File: src/rtl/keyscan_pkg.sv
// Shared types and helpers for the keypad decode path.
// Keymap, FSM states and the single-bit check live here.
package keyscan_pkg;

  localparam int DEBOUNCE_DEFAULT = 4;

  typedef enum logic [1:0] {
    IDLE,
    CAND,
    HELD,
    REL
  } state_t;

  // Indexed {row, col}: row-major over the 4x4 pad.
  localparam logic [3:0] KEYMAP [16] = '{
    4'h1, 4'h2, 4'h3, 4'hA,
    4'h4, 4'h5, 4'h6, 4'hB,
    4'h7, 4'h8, 4'h9, 4'hC,
    4'hE, 4'h0, 4'hF, 4'hD
  };

  // True when exactly one bit is set (no popcount).
  function automatic logic one_bit(input logic [15:0] v);
    return (v != '0) && ((v & (v - 16'd1)) == '0);
  endfunction

  // Position of the highest set bit; meaningful for one-hot v.
  function automatic logic [3:0] bit_index(input logic [15:0] v);
    logic [3:0] idx;
    idx = 4'd0;
    for (int i = 0; i < 16; i++) begin
      if (v[i]) idx = 4'(i);
    end
    return idx;
  endfunction

endpackage

File: src/rtl/keypad_frame.sv
// Assembles one 16-key snapshot per scanner frame.
// Frame closes on the write that completes the seen mask.
module keypad_frame
  import keyscan_pkg::*;
(
  input  logic        clk,
  input  logic        reset,
  input  logic [7:0]  rcbits,
  output logic        frame_done,
  output logic [15:0] snapshot
);

  logic [3:0]      seen;
  logic [3:0]      seen_n;
  logic [3:0][3:0] slot;
  logic [3:0][3:0] slot_n;
  logic            col_ok;
  logic [1:0]      cidx;

  // Merge this cycle's column into the frame and map to {r,c}.
  always_comb begin
    col_ok = one_bit({12'd0, rcbits[3:0]});
    case (rcbits[3:0])
      4'b1000: cidx = 2'd0;
      4'b0100: cidx = 2'd1;
      4'b0010: cidx = 2'd2;
      4'b0001: cidx = 2'd3;
      default: cidx = 2'd0;
    endcase
    slot_n = slot;
    seen_n = seen;
    if (col_ok) begin
      slot_n[cidx] = rcbits[7:4];
      seen_n = seen | rcbits[3:0];
    end
    frame_done = col_ok && (seen_n == 4'hF);
    snapshot = '0;
    for (int r = 0; r < 4; r++) begin
      for (int c = 0; c < 4; c++) begin
        snapshot[r*4 + c] = slot_n[c][3-r];
      end
    end
  end

  // Hold partial frame; wipe it once the snapshot is taken.
  always_ff @(posedge clk or negedge reset) begin
    if (!reset) begin
      seen <= '0;
      slot <= '0;
    end else if (frame_done) begin
      seen <= '0;
      slot <= '0;
    end else begin
      seen <= seen_n;
      slot <= slot_n;
    end
  end

endmodule

File: src/rtl/keypad_decode.sv
// Debounces keypad snapshots into hex key events.
// Press and release each need DEBOUNCE_FRAMES equal frames.
module keypad_decode
  import keyscan_pkg::*;
#(
  parameter int DEBOUNCE_FRAMES = DEBOUNCE_DEFAULT
) (
  input  logic       clk,
  input  logic       reset,
  input  logic [7:0] rcbits,
  output logic [3:0] key,
  output logic       key_valid,
  output logic       key_down
);

  localparam int CW = $clog2(DEBOUNCE_FRAMES + 1);
  localparam logic [CW-1:0] DF = CW'(DEBOUNCE_FRAMES);
  localparam logic [CW-1:0] C1 = CW'(1);
  localparam bit ONE = (DEBOUNCE_FRAMES == 1);

  logic          frame_done;
  logic [15:0]   snapshot;
  logic          is_zero;
  logic          is_single;
  logic [3:0]    code;
  logic [CW-1:0] cnt;
  logic [CW-1:0] cnt_inc;
  logic [3:0]    cand_code;
  state_t        state;

  keypad_frame u_frame (
    .clk        (clk),
    .reset      (reset),
    .rcbits     (rcbits),
    .frame_done (frame_done),
    .snapshot   (snapshot)
  );

  // Classify the snapshot and look up its hex code.
  always_comb begin
    is_zero   = (snapshot == '0);
    is_single = one_bit(snapshot);
    code      = KEYMAP[bit_index(snapshot)];
    cnt_inc   = cnt + C1;
  end

  // Debounce FSM; outputs registered, evaluated at frame end.
  always_ff @(posedge clk or negedge reset) begin
    if (!reset) begin
      state     <= IDLE;
      cnt       <= '0;
      cand_code <= '0;
      key       <= '0;
      key_valid <= 1'b0;
      key_down  <= 1'b0;
    end else begin
      key_valid <= 1'b0;
      if (frame_done) begin
        unique case (state)
          IDLE: begin
            if (is_single) begin
              if (ONE) begin
                state     <= HELD;
                key       <= code;
                key_valid <= 1'b1;
                key_down  <= 1'b1;
              end else begin
                state     <= CAND;
                cand_code <= code;
                cnt       <= C1;
              end
            end
          end
          CAND: begin
            if (is_single && code == cand_code) begin
              if (cnt_inc == DF) begin
                state     <= HELD;
                key       <= cand_code;
                key_valid <= 1'b1;
                key_down  <= 1'b1;
                cnt       <= '0;
              end else begin
                cnt <= cnt_inc;
              end
            end else if (is_single) begin
              cand_code <= code;
              cnt       <= C1;
            end else begin
              state <= IDLE;
              cnt   <= '0;
            end
          end
          HELD: begin
            if (is_zero) begin
              if (ONE) begin
                state    <= IDLE;
                key_down <= 1'b0;
              end else begin
                state <= REL;
                cnt   <= C1;
              end
            end
          end
          REL: begin
            if (is_zero) begin
              if (cnt_inc == DF) begin
                state    <= IDLE;
                key_down <= 1'b0;
                cnt      <= '0;
              end else begin
                cnt <= cnt_inc;
              end
            end else begin
              state <= HELD;
              cnt   <= '0;
            end
          end
          default: begin
            state <= IDLE;
            cnt   <= '0;
          end
        endcase
      end
    end
  end

endmodule

File: config.mk
export PLATFORM = sky130hd
export DESIGN_NAME = keypad_decode
export DESIGN_NICKNAME = d
export VERILOG_FILES = /design/src/rtl/keyscan_pkg.sv /design/src/rtl/keypad_frame.sv /design/src/rtl/keypad_decode.sv
export SDC_FILE = /design/constraint.sdc
export NUM_CORES = 1
export LEC_CHECK = 0
export ABC_AREA = 1
export BUFFER_PORTS_ARGS = -buffer_cell sky130_fd_sc_hd__buf_2
export CAP_MARGIN = 20
export CORE_UTILIZATION = 44
export CTS_CLUSTER_DIAMETER = 30
export DETAILED_ROUTE_END_ITERATION = 7
export PLACE_DENSITY = 0.66
export SYNTH_ARGS = -nofsm -noshare
export SYNTH_HDL_FRONTEND = slang
export SYNTH_SLANG_ARGS = --single-unit
File: constraint.sdc
create_clock -name clk -period 4.34 [get_ports clk]
set_input_delay 0.434 -clock clk [delete_from_list [all_inputs] [get_ports clk]]
set_output_delay 0.434 -clock clk [all_outputs]
set_load 0.005 [all_outputs]
* Word-level counts from Yosys, hierarchy flattened *
Memories as Yosys holds them, arrays and structs flattened.
Index checks and enable logic that the tools add are counted.

word-level totals
  flip-flop bits (word level) = 35
  bits in latches = 0
  output and inout port bits = 6
  logic and storage cells = 111
  input port bits = 10
  memories = 1
  bits in read-only memories = 64
  memory bits (writable) = 0

cells by class
  multipliers = 0
  shift-type cells = 0
  equality and inequality tests = 19
  muxes and demuxes = 52
  reduce and logical (&&, ||, !) cells = 18
  $lt $le $gt $ge = 3
  add/subtract/negate cells = 3
  divide/modulo/power cells = 0
  bitwise operators = 4

memories
  name             words  bits a word  rd ports  clocked after Yosys merged registers in  write ports  line                 text
  (no name shown)  16     4            1         0                                        0            keypad_decode.sv:43  code = KEYMAP[bit_index(snapshot)];

operators with widths
  cell                                                                   number
  4-bit 2-to-1 mux                                                       20
  16-bit zero test                                                       3
  16-bit 2-to-1 mux                                                      2
  16-bit AND                                                             1
  4-bit by 16-bit AND with 16-bit output                                 1
  16-bit bitwise mux                                                     1
  2-bit 2-to-1 mux                                                       8
  16-bit nonzero test                                                    1
  16-bit by 1-bit subtractor with 16-bit output (second input constant)  1
  3-bit 2-to-1 mux                                                       5
  2-bit inequality test (second input constant)                          7
  3-bit case mux with 4 select lines                                     1
  6-bit AND reduction                                                    2
  1-bit 2-to-1 mux                                                       10
  3-bit inequality test (second input constant)                          3
  4-bit demux with 2-bit select                                          1
  2-bit case mux with 4 select lines                                     1
  4-bit case mux with 2 select lines                                     1
  2-bit case mux with 3 select lines                                     1
  3-bit AND reduction                                                    2
  5-bit >= comparator (second input constant)                            1
  1-bit logical AND                                                      5
  4-bit NOT with 5-bit output                                            1
  4-bit by 1-bit subtractor with 5-bit output (second input constant)    1
  other kinds (17)                                                       19

* Logic depth before layout (Yosys ltp) *
Gate-level depths: netlist of the first run.

  word-level depth = 32
  mapped depth = 35
  depth with buffers taken out = 35

* By module *
From an unflattened synthesis of the first run, not the netlist that was laid out.

second synthesis, totals
  cells, all modules = 397
  area total of the unflattened synthesis = 2596.2 µm²

modules (own cells, without submodules)
  module         cells each  times used  area an instance (µm²)  sequential area each (µm²)
  keypad_decode  260         1           1559.0                  375.4
  keypad_frame   137         1           1037.2                  500.5

* Least setup slack after synthesis of the first run *
No wires, ideal clock.

  kind = input port to flip-flop
  start = in rcbits[3]
  end = reg key[0]
  slack = 1.341 ns
  buffers on the path = 1
  setup time = 0.121 ns
  stages on the path = 32
  arrival time = 2.879 ns
  data required time = 4.219 ns
  cells stage by stage = nor2_4 > nand3_2 > buf_6 > nand2_1 > o21ai_2 > nand2_1 > nand2_1 > nand2_1 > nand2_1 > nand2_1 > nand2_1 > nand2_1 > nand2_1 > nand2_1 > nand2_1 > nand2_1 > nand2_1 > nand2_1 > inv_1 > ha_1 > nand2_1 > nand2_1 > nand2_1 > nand2_1 > nand2_1 > nand2_1 > nand2_1 > nor2_2 > and3_1 > nand2_2 > nand2_1 > o21ai_1

on the way
  longest elaborated chain between the ends = 30
  elaborated cells on any way between the ends = 47
  classes of those cells = 2 x add/sub; 2 x order compare; 5 x eq/ne; 23 x mux; 4 x bitwise; 10 x reduce/logical; 1 x memory

RTL lines
  item                                                                                                                                           line                 text
  from (decl)                                                                                                                                    keypad_decode.sv:10  input logic [7:0] rcbits,
  4-bit by 1-bit equality test with 1-bit output (tied with other cells)                                                                         keypad_frame.sv:23   case (rcbits[3:0])
  2-bit case mux with 3 select lines                                                                                                             keypad_frame.sv:23
  2-bit by 3-bit less-than comparator with 1-bit output (implied by the code) or 2-bit by 1-bit >= comparator with 1-bit output (tied branches)  keypad_frame.sv:33   slot_n[cidx] = rcbits[7:4];
  1-bit logical AND (implied by the code)                                                                                                        keypad_frame.sv:33
  4-bit 2-to-1 mux (implied by the code)                                                                                                         keypad_frame.sv:33
  4-bit demux with 2-bit select                                                                                                                  -
  16-bit bitwise mux                                                                                                                             keypad_frame.sv:33
  16-bit 2-to-1 mux                                                                                                                              keypad_frame.sv:32   if (col_ok) begin
  1-bit 2-to-1 mux                                                                                                                               keyscan_pkg.sv:32    if (v[i]) idx = 4'(i);
  2-bit 2-to-1 mux                                                                                                                               keyscan_pkg.sv:32
  4-bit 2-to-1 mux (13 in a row)                                                                                                                 keyscan_pkg.sv:32
  4-bit NOT with 5-bit output (implied by the code)                                                                                              keypad_decode.sv:43
  memory 16 x 4 bit                                                                                                                              -
  4-bit 2-to-1 mux (implied by the code) (2 in a row)                                                                                            keypad_decode.sv:43
  4-bit equality test                                                                                                                            keypad_decode.sv:75  if (is_single && code == cand_code) begin
  1-bit logical AND                                                                                                                              keypad_decode.sv:75
  4-bit AND reduction (no source line) (*)                                                                                                       -
  to (signal assigned)                                                                                                                           keypad_decode.sv:64  key <= code;
  to (signal assigned)                                                                                                                           keypad_decode.sv:78  key <= cand_code;
  to (decl)                                                                                                                                      keypad_decode.sv:11  output logic [3:0] key,

Every way passes the cells marked *; elsewhere a longest branch is shown, timed or not. The select of a mux whose other input is x is not followed.
A chain may end at the register's enable or synchronous reset.

* Worst setup path in the final report of the first run *
  start = in rcbits[3]
  end = reg cand_code[3]

on the way
  longest elaborated chain between the ends = 31
  elaborated cells on any way between the ends = 51
  classes of those cells = 2 x add/sub; 2 x order compare; 6 x eq/ne; 26 x mux; 4 x bitwise; 10 x reduce/logical; 1 x memory

RTL lines
  item                                                                                                                                           line                 text
  4-bit by 1-bit equality test with 1-bit output (tied with other cells)                                                                         keypad_frame.sv:23
  2-bit case mux with 3 select lines                                                                                                             keypad_frame.sv:23
  2-bit by 3-bit less-than comparator with 1-bit output (implied by the code) or 2-bit by 1-bit >= comparator with 1-bit output (tied branches)  keypad_frame.sv:33
  1-bit logical AND (implied by the code)                                                                                                        keypad_frame.sv:33
  4-bit 2-to-1 mux (implied by the code)                                                                                                         keypad_frame.sv:33
  4-bit demux with 2-bit select                                                                                                                  -
  16-bit bitwise mux                                                                                                                             keypad_frame.sv:33
  16-bit 2-to-1 mux                                                                                                                              keypad_frame.sv:32
  [... 2 more ...]                                                                                                                               -
  4-bit 2-to-1 mux (13 in a row)                                                                                                                 keyscan_pkg.sv:32
  4-bit NOT with 5-bit output (implied by the code)                                                                                              keypad_decode.sv:43
  memory 16 x 4 bit                                                                                                                              -
  4-bit 2-to-1 mux (implied by the code) (2 in a row)                                                                                            keypad_decode.sv:43
  4-bit equality test                                                                                                                            keypad_decode.sv:75
  1-bit logical AND                                                                                                                              keypad_decode.sv:75
  2-bit inequality test (no source line)                                                                                                         -
  3-bit AND reduction (no source line)                                                                                                           -
  to (signal assigned)                                                                                                                           keypad_decode.sv:69  cand_code <= code;
  to (signal assigned)                                                                                                                           keypad_decode.sv:86  cand_code <= code;
  to (decl)                                                                                                                                      keypad_decode.sv:28  logic [3:0] cand_code;

Several ways; a longest one is shown, not always the timed one. The select of a mux whose other input is x is not followed.

==> metrics.txt, run 1 <==
Cell Int Power=877 µW; pin count of the biggest net entering global routing=36; number of buffers inserted by port buffering=15; cts hold-fix bufs=0; area of the multi-input gates=1350 µm²; number of instances in the synthesized netlist=357; worst reg-to-reg path cell count=33; most frequent standard cell in the layout excluding fill and tap cells=sky130_fd_sc_hd__nand2_1; vias in the first global route=2,043; area share of the largest cell type after synthesis=0.357; number of endpoints with negative hold slack in the final report=0; biggest area consumer among synthesized cells=sky130_fd_sc_hd__dfrtp_1; drt total wl=5140 µm; routed wirelength normalized by instance count=11.5 µm; Setup Buffers After CTS=0; Syn Std Cell Area=2450 µm²; number of distinct library cell variants in the gate-level netlist after synthesis=35; count of standard-cell rows=26; clock buffers created by TritonCTS=5; number of sinks driven by the clock tree=35; synthesized net count=372; final clock period utilization by the worst path=0.781; highest clock frequency the design can meet=295 MHz; antenna violations before repair=0; count of placed standard cells in the final layout, fillers left out=448; Filler Cells Inserted=524; leakage power of the design=0.00141 µW; Synth async-reset ratio=1.00; sequential cell area=876 µm²; count of vias placed by the detailed router=2,199; height of the die=76.7 µm; final setup violation count=0; Final nets=392; later-pin clock latency in the skew report=290 ps; H-Tree Depth=2; cell types with the largest area share after synthesis=sky130_fd_sc_hd__dfrtp_1 36%, sky130_fd_sc_hd__nand2_1 16%, sky130_fd_sc_hd__nor2_1 7.6%, sky130_fd_sc_hd__inv_1 6.7%, sky130_fd_sc_hd__nand3_1 4.3%; #FFs+latches synth=35; type of origin of the critical path=primary input; most repeated library cell on the critical path=sky130_fd_sc_hd__nand2_1; Yosys warning count=0; Req. time, crit path=4570 ps; signal arrival time at the worst endpoint=3620 ps; clk slew on worst S/H paths=80 ps; all-layer global routing usage=0.192; unrepaired setup endpoints after global routing=no; sw frac=0.412; DRC violations left=0; dpl hpwl=3950 µm; sequential cell area fraction in the yosys report=0.357; critical path fanouts, max=11; via/cell ratio=4.91; sequential share of power=0.296; total I/O pin count=16; Main synth FF type=sky130_fd_sc_hd__dfrtp_1; Bufs on Longest Clock Path=2; Clk network pwr share=0.239; post-cts sizing count=0; proportion of layout cells with a drive suffix above 1=0.190; pwr/cell area=543 nW/µm²; category of the most critical setup path=primary input to flop; actual transition at the worst max-transition pin=789 ps; final sum of negative setup slack=0 ps; final number of max-transition violations=0; floorplan core area=5240 µm²; Max-Cap Viols=0; CTS Root Buffer Type=sky130_fd_sc_hd__clkbuf_8; min-delay worst type=primary input to asynchronous set/reset pin; outcome=complete, no violations; switching power total=613 µW; wire length of the first global-routing pass=9220 µm; Worst path max stage delay=270 ps; initial drt markers=138; cell at the slowest stage of the critical path=sky130_fd_sc_hd__nand3_2; initial standard-cell utilization of the core=0.469; syn avg cell area=6.88 µm²; number of detailed-route iterations in the first pass=4; commonest non-fill, non-tap cells in the layout=102 x sky130_fd_sc_hd__nand2_1, 50 x sky130_fd_sc_hd__nor2_1, 44 x sky130_fd_sc_hd__inv_1; share of power burned in combinational logic=0.465; clock tree from TritonCTS=yes; Die Wd=76.7 µm; fin crit period=3390 ps; Post-synth EDFFs=0; layout-stage area growth over the synthesis result=11.7%; count of antenna diodes in the layout=0; final weighted congestion in routability-driven placement=0.838; Relative slew margins=0.474; gr ovfl total=0; placed cells=440; clock skew after layout=5.27 ps; maximum VDD drop=0.000305 V; Setup crit end kind=flop; DRT antenna net count=0; die outline area=5880 µm²
-- synth_stat cells (all sizes together) (5+ instances only) --
library cell,number
nand3,23
inv,54
nand4,5
nand2,110
a21oi,9
ha,5
or2,5
nor2,61
dfrtp,35
o21ai,24
-- power groups by stage --
stage	logic [µW]	registers, µW	clock network, µW
after global routing	798	452	379
after CTS	692	442	364
after floorplan	557	442	0
after global placement	680	446	0
after detailed placement	688	448	0
final	692	441	356
-- final timing paths --
kind | slack [ps] | end | startpoint
max | 950 | cand_code[3] | rcbits[3]
min | 220 | u_frame.seen[2] | reset
max reg2reg | 1250 | cand_code[3] | u_frame.slot[11]
min reg2reg | 480 | key[1] | key[1]
max in group asynchronous | 3620 | cand_code[0] | reset
min in group clk | 480 | key[1] | key[1]
-- routing by layer --
metal	vias up	global-route usage	share of wire
li1	1174	-	-
met1	985	0.276	0.51
met2	33	0.296	0.44
met3	7	0.0357	0.031
met4	0	0.0500	0.011
met5	-	0	0
-- critical path: cells and delay by family --
family	cells	cell delay, ps
AOI/OAI and AO/OA	1	90
and+or+nand+nor	30	2660
adders and majority gates	1	270
buffers and inverters	2	190
-- logic make-up after synthesis --
logic type | count (synthesis) | share of synthesized area
XOR/XNOR | 1 | 0.00357
flip-flops | 35 | 0.357
buffers and inverters | 59 | 0.0938
AND/OR/NAND/NOR | 215 | 0.400
adder cells (fa/ha/maj) | 5 | 0.0255
AO/OA/AOI/OAI | 42 | 0.120
-- registers in the layout, summed over array words and instances (netlist names) --
signal / cells
cnt: 3
key: 4
key_valid: 1
u_frame.seen: 4
cand_code: 4
key_down: 1
state: 2
u_frame.slot: 16
-- stage by stage --
step | total power (µW) | utilization | worst slack [ps] | hold WS (ps) | area, µm²
2_1_floorplan | 998 | - | 1340 | 138 | 2450
3_3_place_gp | 1130 | 0.498 | 835 | 462 | 2610
3_5_place_dp | 1140 | 0.498 | 707 | 469 | 2610
4_1_cts | 1500 | 0.524 | 984 | 258 | 2740
5_1_grt | 1630 | 0.524 | 498 | 295 | 2740
6_report | 1490 | 0.524 | 950 | 218 | 2740
-- cell type report --
cell class / count / area share
clock buffers: 5 / 0.0251
clock inverters: 3 / 0.0246
inverters: 56 / 0.0771
multi-input cells: 263 / 0.492
flip-flops and latches: 35 / 0.319
well taps: 70 / 0.0319
repair buffers: 16 / 0.0301
(Power assumes the default switching activity.)
==> run 2, diff against run 1 <==
==> constraint.sdc (replaced) <==
create_clock -name clk -period 3.35 [get_ports clk]
set_input_delay 0.335 -clock clk [delete_from_list [all_inputs] [get_ports clk]]
set_output_delay 0.335 -clock clk [all_outputs]
set_load 0.005 [all_outputs]
==> metrics.txt, run 2 (synthesis results as in run 1) <==
outcome=complete, no violations; Max-Cap Viols=0; pin count of the biggest net entering global routing=36; final clock period utilization by the worst path=0.871; Final nets=404; clock tree from TritonCTS=yes; number of buffers inserted by port buffering=15; layout-stage area growth over the synthesis result=14.0%; Setup crit end kind=flop; DRC violations left=0; category of the most critical setup path=primary input to flop; clk slew on worst S/H paths=80 ps; CTS Root Buffer Type=sky130_fd_sc_hd__clkbuf_8; gr ovfl total=0; critical path fanouts, max=5; number of detailed-route iterations in the first pass=4; signal arrival time at the worst endpoint=3110 ps; Filler Cells Inserted=540; height of the die=76.7 µm; floorplan core area=5240 µm²; area of the multi-input gates=1370 µm²; count of antenna diodes in the layout=0; highest clock frequency the design can meet=343 MHz; Worst path max stage delay=220 ps; Relative slew margins=0.463; total I/O pin count=16; pwr/cell area=665 nW/µm²; min-delay worst type=primary input to asynchronous set/reset pin; final number of max-transition violations=0; total routed wire length on the met1 layer=2650 µm; DRT antenna net count=0; final setup violation count=0; Highest Signal Layer=met4; number of endpoints with negative hold slack in the final report=0; crit-path leading delay family=simple AND/OR/NAND/NOR gates; initial drt markers=171; clock skew after layout=6.51 ps; Req. time, crit path=3540 ps; placed cells=452; actual transition at the worst max-transition pin=806 ps; die outline area=5880 µm²; Bufs on Longest Clock Path=2; number of sinks driven by the clock tree=35; fin crit period=2920 ps; most repeated library cell on the critical path=sky130_fd_sc_hd__nand2_1; count of buffer and inverter cells on the critical path=3; wire length of the first global-routing pass=9360 µm; commonest non-fill, non-tap cells in the layout=100 x sky130_fd_sc_hd__nand2_1, 50 x sky130_fd_sc_hd__nor2_1, 44 x sky130_fd_sc_hd__inv_1; sequential cell area=876 µm²; register bank with the most flops=u_frame.slot; met2 wirelength from detailed routing=2400 µm; final sum of negative setup slack=0 ps; maximum VDD drop=0.000340 V; leakage power of the design=0.00145 µW; final weighted congestion in routability-driven placement=0.852; dpl hpwl=4010 µm; later-pin clock latency in the skew report=300 ps; final hold slack=117 ps; routed wirelength normalized by instance count=11.5 µm; clock buffers created by TritonCTS=5; proportion of layout cells with a drive suffix above 1=0.221; type of origin of the critical path=primary input; cell at the slowest stage of the critical path=sky130_fd_sc_hd__ha_1; antenna violations before repair=0; via/cell ratio=4.91; count of standard-cell rows=26; Die Wd=76.7 µm; most frequent standard cell in the layout excluding fill and tap cells=sky130_fd_sc_hd__nand2_1; all-layer global routing usage=0.202; count of vias placed by the detailed router=2,257; count of placed standard cells in the final layout, fillers left out=460; initial standard-cell utilization of the core=0.469; drt total wl=5300 µm; vias in the first global route=2,133; H-Tree Depth=2; amount of wire on met3 after detailed routing=140 µm; Largest register FFs=16
[run 2: cell types whose count changed in the layout (fill, tap and decap cells not counted), sizes merged]
cell      delta
clkinvlp     -1
bufinv       -2
clkinv       +3
buf         +12
[run 2: final cells by class]
type,count,area share
clock inverters,3,0.00537
flip-flops and latches,35,0.313
clock buffers,5,0.0246
well taps,70,0.0313
repair buffers,28,0.0617
inverters,56,0.0756
multi-input cells,263,0.488
[run 2: metal layers]
metal | up-vias | GRT usage
met1 | 1023 | 0.262
met2 | 28 | 0.327
met5 | - | 0
met4 | 0 | 0.0846
li1 | 1197 | -
met3 | 9 | 0.0393
[run 2: path summary, 6_finish.rpt]
path,start,to,slack (ps),depth (start not counted)
worst max-delay path,rcbits[2],cand_code[3],430,36
worst min-delay path,reset,u_frame.seen[0],120,1
worst max register to register,u_frame.slot[11],cand_code[3],500,33
worst min register to register,key[2],key[2],490,2
max in group asynchronous,reset,cand_code[2],2720,1
min in group clk,rcbits[5],u_frame.slot[9],400,3
[run 2: report_power, final]
part / switching [µW] / internal, µW / leakage (µW)
sequential: 31.8 / 541 / 0.000443
combinational: 616 / 362 / 0.000963
clock: 166 / 142 / 0.0000477
[run 2: through the flow]
step | utilization | area, µm² | total power [µW] | setup slack, ps
after detailed placement | 0.515 | 2700 | 1550 | 118
after CTS | 0.531 | 2780 | 1860 | 367
after global routing | 0.534 | 2800 | 2050 | -10.3
after floorplan | - | 2450 | 1290 | 450
after global placement | 0.515 | 2700 | 1530 | 210
final | 0.534 | 2800 | 1860 | 432
[run 2: timing repair]
| item | in CTS | in global routing |
|---|---|---|
| hold buffers | 0 | 0 |
| endpoints found under the setup margin | 0 | 10 |
| gates resized for setup | 0 | 4 |
| buffers inserted | 0 | 0 |
